### config.mk
export PLATFORM = sky130hd
export DESIGN_NAME = counter12_monitor
export DESIGN_NICKNAME = d
export VERILOG_FILES = /design/src/rtl/counter12_pkg.sv /design/src/rtl/counter12_monitor.sv
export SDC_FILE = /design/constraint.sdc
export NUM_CORES = 1
export LEC_CHECK = 0
export CORE_ASPECT_RATIO = 1.75
export CORE_MARGIN = 2
export CORE_UTILIZATION = 46
export CTS_CLUSTER_SIZE = 40
export DETAILED_ROUTE_END_ITERATION = 8
export HOLD_SLACK_MARGIN = 0.06
export PLACE_DENSITY_LB_ADDON = 0.3
export SLEW_MARGIN = 20
export SYNTH_ARGS = -nofsm -noshare
export SYNTH_HDL_FRONTEND = slang
export SYNTH_SLANG_ARGS = --single-unit
### constraint.sdc
create_clock -name clk -period 2.2 [get_ports clk]
set_clock_uncertainty 0.1 [all_clocks]
set_input_delay 0.44 -clock clk [delete_from_list [all_inputs] [get_ports clk]]
set_output_delay 0.44 -clock clk [all_outputs]
set_load 0.05 [all_outputs]
### src/rtl/counter12_pkg.sv
// rtl/counter12_pkg.sv - shared types and helpers for the mod-12 counter monitor
//
// Purpose: modulus constants, FSM state and fault-code enums, and the
//          expected-successor function used by counter12_monitor.
// Ports:   none (package).
package counter12_pkg;

  localparam logic [3:0] MOD = 4'd12;
  localparam logic [3:0] MAX = 4'd11;

  typedef enum logic [1:0] {
    IDLE    = 2'b00,
    ACQUIRE = 2'b01,
    LOCKED  = 2'b10,
    FAULT   = 2'b11
  } state_e;

  typedef enum logic [1:0] {
    NONE  = 2'b00,
    RANGE = 2'b01,
    STEP  = 2'b10
  } err_code_e;

  function automatic logic [3:0] next_count(input logic [3:0] p);
    return (p == MAX) ? 4'd0 : p + 4'd1;
  endfunction

endpackage

### src/rtl/counter12_monitor.sv
// rtl/counter12_monitor.sv - lock/wrap/fault checker for an upstream mod-12 counter
//
// Purpose: samples q every clock, locks after LOCK_N consecutive correct
//          steps, pulses wrap and counts periods on each 11->0 step while
//          locked, and latches a sticky fault on an illegal value or step.
// Ports:
//   clk      in   system clock shared with the upstream counter
//   rst      in   synchronous active-high reset
//   q        in   4-bit count value under test
//   locked   out  high while locked
//   wrap     out  one-cycle pulse on an accepted 11->0 step
//   periods  out  saturating count of completed periods (CNT_W bits)
//   err      out  sticky fault flag
//   err_code out  00 none, 01 out-of-range value, 10 bad step
//   last_q   out  most recent sample, frozen at the offending value on fault
module counter12_monitor
  import counter12_pkg::*;
#(
  parameter int CNT_W  = 8,
  parameter int LOCK_N = 2
) (
  input  logic             clk,
  input  logic             rst,
  input  logic [3:0]       q,
  output logic             locked,
  output logic             wrap,
  output logic [CNT_W-1:0] periods,
  output logic             err,
  output logic [1:0]       err_code,
  output logic [3:0]       last_q
);

  localparam logic [3:0]       LOCK_TARGET = LOCK_N[3:0];
  localparam logic [CNT_W-1:0] PER_ONE     = CNT_W'(1);

  state_e           r_state;
  logic [3:0]       r_prev;
  logic [3:0]       r_good;
  logic             r_locked;
  logic             r_wrap;
  logic [CNT_W-1:0] r_periods;
  logic             r_err;
  err_code_e        r_err_code;
  logic [3:0]       r_last_q;

  state_e           w_state_nxt;
  logic [3:0]       w_prev_nxt;
  logic [3:0]       w_good_nxt;
  logic             w_wrap_nxt;
  logic [CNT_W-1:0] w_periods_nxt;
  err_code_e        w_err_code_nxt;
  logic [3:0]       w_last_q_nxt;
  logic             w_valid;
  logic             w_step_ok;
  logic [3:0]       w_good_inc;

  assign w_valid    = (q < MOD);
  assign w_step_ok  = (q == next_count(r_prev));
  assign w_good_inc = r_good + 4'd1;

  always_comb begin
    w_state_nxt    = r_state;
    w_prev_nxt     = r_prev;
    w_good_nxt     = r_good;
    w_wrap_nxt     = 1'b0;
    w_periods_nxt  = r_periods;
    w_err_code_nxt = r_err_code;
    w_last_q_nxt   = r_last_q;

    case (r_state)
      IDLE: begin
        w_prev_nxt   = q;
        w_last_q_nxt = q;
        if (w_valid) begin
          w_state_nxt = ACQUIRE;
          w_good_nxt  = 4'd0;
        end
      end

      ACQUIRE: begin
        w_prev_nxt   = q;
        w_last_q_nxt = q;
        // Out-of-range values only restart the run: the upstream counter
        // recovers from 12..15 on its own, so they are not a fault here.
        if (!w_valid) begin
          w_good_nxt = 4'd0;
        end else if (w_step_ok) begin
          w_good_nxt = w_good_inc;
          // No wrap/period on the locking step, even if it is 11->0.
          if (w_good_inc == LOCK_TARGET) begin
            w_state_nxt = LOCKED;
          end
        end else begin
          w_good_nxt = 4'd0;
        end
      end

      LOCKED: begin
        w_prev_nxt   = q;
        w_last_q_nxt = q;
        if (!w_valid) begin
          w_state_nxt    = FAULT;
          w_err_code_nxt = RANGE;
        end else if (!w_step_ok) begin
          w_state_nxt    = FAULT;
          w_err_code_nxt = STEP;
        end else if (r_prev == MAX && q == 4'd0) begin
          w_wrap_nxt = 1'b1;
          if (r_periods != '1) begin
            w_periods_nxt = r_periods + PER_ONE;
          end
        end
      end

      FAULT: begin
        // Absorbing: everything holds until rst.
      end

      default: begin
        w_state_nxt = IDLE;
      end
    endcase
  end

  always_ff @(posedge clk) begin
    if (rst) begin
      r_state    <= IDLE;
      r_prev     <= 4'd0;
      r_good     <= 4'd0;
      r_locked   <= 1'b0;
      r_wrap     <= 1'b0;
      r_periods  <= '0;
      r_err      <= 1'b0;
      r_err_code <= NONE;
      r_last_q   <= 4'd0;
    end else begin
      r_state    <= w_state_nxt;
      r_prev     <= w_prev_nxt;
      r_good     <= w_good_nxt;
      r_locked   <= (w_state_nxt == LOCKED);
      r_wrap     <= w_wrap_nxt;
      r_periods  <= w_periods_nxt;
      r_err      <= (w_state_nxt == FAULT);
      r_err_code <= w_err_code_nxt;
      r_last_q   <= w_last_q_nxt;
    end
  end

  assign locked   = r_locked;
  assign wrap     = r_wrap;
  assign periods  = r_periods;
  assign err      = r_err;
  assign err_code = r_err_code;
  assign last_q   = r_last_q;

endmodule

**Word level (Yosys, flattened, before mapping)**

Cells that the tools add are included.

- $add $sub $neg: 3
- Order comparisons: 1
- Equality and inequality tests: 10
- Multiplexer cells: 15
- Bitwise logic cells: 3
- Reductions and logical operators: 9

Operators by type and width:

| cell | count |
|---|---|
| 2-to-1 mux 2 bit | 8 |
| 2-to-1 mux 4 bit | 4 |
| adder 4 x 1 -> 4 bit, second input constant | 2 |
| adder 8 x 1 -> 8 bit, second input constant | 1 |
| != test 8 bit, second input constant | 1 |
| case mux 4 bit (2 select lines) | 1 |
| equality test 2 bit, second input constant | 3 |
| case mux 2 bit (3 select lines) | 1 |
| AND reduction 5 bit | 1 |
| equality test 4 x 2 -> 1 bit, second input constant | 1 |
| equality test 4 bit | 1 |
| equality test 4 bit, second input constant | 1 |
| logical NOT 4 bit | 1 |
| less-than comparator 4 bit, second input constant | 1 |
| != test 2 bit, second input constant | 2 |
| AND reduction 2 bit | 2 |
| OR reduction 4 bit | 1 |
| inverter 1 bit | 3 |
| OR reduction 3 bit | 1 |
| equality test 2 x 1 -> 1 bit, second input constant | 1 |
| logical NOT 2 bit | 1 |
| nonzero test 2 bit | 1 |
| logical AND 1 bit | 1 |
| 2-to-1 mux 1 bit | 1 |

- Register bits: 23
- Input port bits: 6
- Logic and storage cells: 49

**Depth between registers and ports, before layout**

- Depth in word-level cells: 7
- Depth in mapped cells: 7

**Worst setup path before layout**

No wires, ideal clock.

- Path kind: register to register
- From: register last_q[0] (netlist name)
- To: register r_periods[4], in the netlist periods[4]
- Setup time: 123 ps
- Arrival time: 2312 ps
- Required time: 1977 ps
- Path slack: -336 ps
- Stages on the path, launching flop included: 7
- Path buffers: 0
- Clock period less this slack: 2536 ps
- Path through: dfxtp_1 > ha_1 > nor3b_2 > o211a_1 > o2111ai_1 > or4_1 > mux2_1

RTL lines:

| what | RTL line | source |
|---|---|---|
| end signal, assigned | counter12_monitor.sv:142 | `r_periods <= w_periods_nxt;` |
| end, declared | counter12_monitor.sv:41 | `logic [CNT_W-1:0] r_periods;` |

**Worst setup path after layout**

- From: input q[2]
- To: register r_periods[4], in the netlist periods[4]

- Longest elaborated chain between the ends: 3
- Elaborated cells on any way between the ends: 5
- Those cells by class: order compare (1); eq/ne (1); reduce/logical (3)

Ends and longest elaborated chain:

| what | RTL line | source |
|---|---|---|
| start, declared | counter12_monitor.sv:24 | `input logic [3:0] q,` |
| parallel branches: the longest is 2 deep, another holds less-than comparator 4 bit | - |  |
| AND reduction 5 bit (no line) (*) | - |  |

Mark *: on every way between the ends.
A chain may end at the register's enable or synchronous reset.

==> run_results.csv <==
group,metric,value,unit
grt,antenna_found_initial,0,
timing,hold_viol,0,
route,highest_layer,"met4",
finish,final_common_cell,"clkdlybuf4s50_1",
timing,max_freq,468,MHz
grt,grt_max_degree,14,
pwr,power_density,482,nW/um^2
floorplan,coreArea,2520,um^2
timing,tns,0,ns
route,wl_met1,1.21,mm
route,dr.pass1.iters,4,
finish,area_growth,35.8,%
placed_design,place_congestion,0.914,
clocking,htreeDepth,1,
route,drt_iter0_drc,43,
grt,grt_pass1_vias,1234,
clocking,cts_buffer_depth,2,
run_status,outcome,"completed",
synth,syn_area,1230,um^2
hold_path,hold_path_class,"reg -> reg",
route,drc,0,
clocking,cts-buffers-inserted,3,
route,vias_per_cell,6.15,
synth,synth_edf_count,0,
floorplan,io_pins,23,
critical_path,r2r_setup_slack,0.12,ns
timing,setup_viol,0,
synth,async_flop_share,0,%
synth,synth_cell_types,44,
critical_path,path_max_fanout,3,
floorplan,start_util,48.9,%
clocking,clkLatencyLatePin,0.27,ns
route,wl_per_cell,15.3,um
clocking,clock_sinks,23,
critical_path,worst-setup-path-type,"in -> reg",
critical_path,critPathArrivalTime,2.19,ns
route,routed-wl-met3,76,um
route,ant_nets,0,
placed_design,place_area,1590,um^2
floorplan,fp.dieW,43.1,um
synth,synth_nets,156,
placed_design,dp.final_hpwl,2.47,mm
hold_path,holdPathStages,2,
critical_path,ff2ff_path_depth,6,
floorplan,dieArea,3130,um^2
timing,timing.final.ws_setup,0.0621,ns
critical_path,worstSetupStartpointType,"primary input",
placed_design,dp_slack,-0.318,ns
timing,max_slew_margin,65.6,%
finish,design_area,1670,um^2
clocking,cts_root_buf,"clkbuf_8",
timing,tightestPinTransition,0.514,ns
grt,grt_pass1_wl,5.20,mm
finish,nets,192,
floorplan,rows,24,
pwr,vdd_drop_max,359,uV
clocking,ctsHoldBuffers,0,
floorplan,die_y,72.5,um
route,num_vias,1274,
finish,layout-drive-gt1-share,21.5,%
critical_path,worstSetupEndpointType,"flip-flop",
synth,synthesis.instances,146,
route,met2RoutedLength,1.80,mm
run,maxCapViolCount,0,
grt,gr-total-overflow,0,
placed_design,numPortBuffers,22,
finish,final_cell_mix,"clkdlybuf4s50_1 (21), dfxtp_1 (19), buf_4 (15), nand2_1 (13), a21oi_1 (13)",
grt,track_usage,21.3,%
route,wirelength,3.16,mm
timing,period_needed,2.14,ns
synth,ys_seq_elements,23,
pwr,leakagePower,0.000621,uW
critical_path,worst_ep_required_time,2.25,ns
synth,avgSynthCellArea,8.44,um^2
finish,antennaDiodeCount,0,
clocking,cts_tree,"done",
timing,final.period_utilization,97.2,%
synth,ys.flop_type,"dfxtp_1",
clocking,clk_pin_slew_worst_paths,0.08,ns
synth,ys_seq_area_share,37.4,%
timing,slew_violations,0,
synth,ys_warn_count,0,
[logic make-up after synthesis]
family	count (synthesis)	share of synthesized area [%]
flip-flops	23	37.4
AND/OR/NAND/NOR	69	31.5
multiplexers	2	1.83
buffers and inverters	10	3.25
XOR/XNOR	2	1.42
adder cells (fa/ha/maj)	4	4.06
AO/OA/AOI/OAI	36	20.6
[repair_timing]
item,in CTS,in global routing
pin swaps,0,3
resized for setup,4,7
endpoints found under the hold margin,0,0
setup buffers,0,1
endpoints found under the setup margin,4,5
[per-stage QoR]
stage / hold slack [ns] / power (uW) / util (%) / std cells
detailed placement: 0.369 / 552 / 62.9 / 202
CTS: 0.381 / 808 / 65.3 / 206
finish: 0.381 / 807 / 66.4 / 207
global route: 0.416 / 839 / 66.4 / 207
global placement: 0.354 / 548 / 62.9 / 202
floorplan: 0.344 / 502 / - / 146
[power by group]
group | total, uW | leakage, uW | switching, uW | internal (uW)
Sequential | 432 | 0.000188 | 11.3 | 421
Combinational | 115 | 0.000407 | 65.4 | 50.1
Clock | 259 | 0.0000255 | 133 | 126
[cell type report]
| type | instances | area (um^2) |
|---|---|---|
| fillers | 217 | 848 |
| multi-input cells | 113 | 774 |
| flip-flops and latches | 23 | 470 |
| repair buffers | 37 | 335 |
| clock buffers | 3 | 41.3 |
| well taps | 26 | 32.5 |
| inverters | 4 | 15.0 |
| clock inverters | 1 | 5.00 |
[path summary, 6_finish.rpt]
kind,from,endpoint
max,q[2],periods[4]$_SDFFE_PP0P_
min,r_good[3]$_SDFFE_PP0P_,r_good[3]$_SDFFE_PP0P_
max reg2reg,last_q[0]$_SDFFE_PP0P_,periods[4]$_SDFFE_PP0P_
min reg2reg,r_good[3]$_SDFFE_PP0P_,r_good[3]$_SDFFE_PP0P_
[critical path, cell delays in order]
cell             delay (ns)
clkdlybuf4s50_1        0.46
buf_4                  0.17
nor2_2                 0.10
nand4_1                0.17
or4_1                  0.52
mux2_1                 0.32
[registers in the layout, summed over array words and instances (netlist names)]
| register | cells |
|---|---|
| r_state | 2 |
| wrap | 1 |
| periods | 8 |
| r_good | 4 |
| err | 1 |
| last_q | 4 |
| err_code | 2 |
| locked | 1 |
[per-layer routing]
layer  vias up  global-route usage (%)
met2        31                    40.8
met4         0                    10.8
met5         -                       0
met1       612                    21.1
met3         7                    3.23
li1        624                       -
[Yosys cell counts, types with 2 or more instances]
cell type	number	area, um^2
a21oi_1	13	65.1
and4_1	2	17.5
buf_2	2	10.0
clkbuf_1	3	11.3
dfxtp_1	23	460
ha_1	4	50.1
inv_1	4	15.0
nand2_1	13	48.8
nand2b_1	2	12.5
nand3_1	11	55.1
nand4_1	6	37.5
nand4b_1	3	26.3
nor2_1	8	30.0
nor2b_1	7	43.8
nor3_1	6	30.0
o2111ai_1	2	17.5
o21a_1	3	22.5
o21ai_0	2	10.0
o311ai_0	2	17.5
o31ai_1	2	15.0
o41ai_1	2	17.5
or2_2	2	12.5
or4_1	3	22.5
No activity file was read; power rests on OpenSTA's default activity.
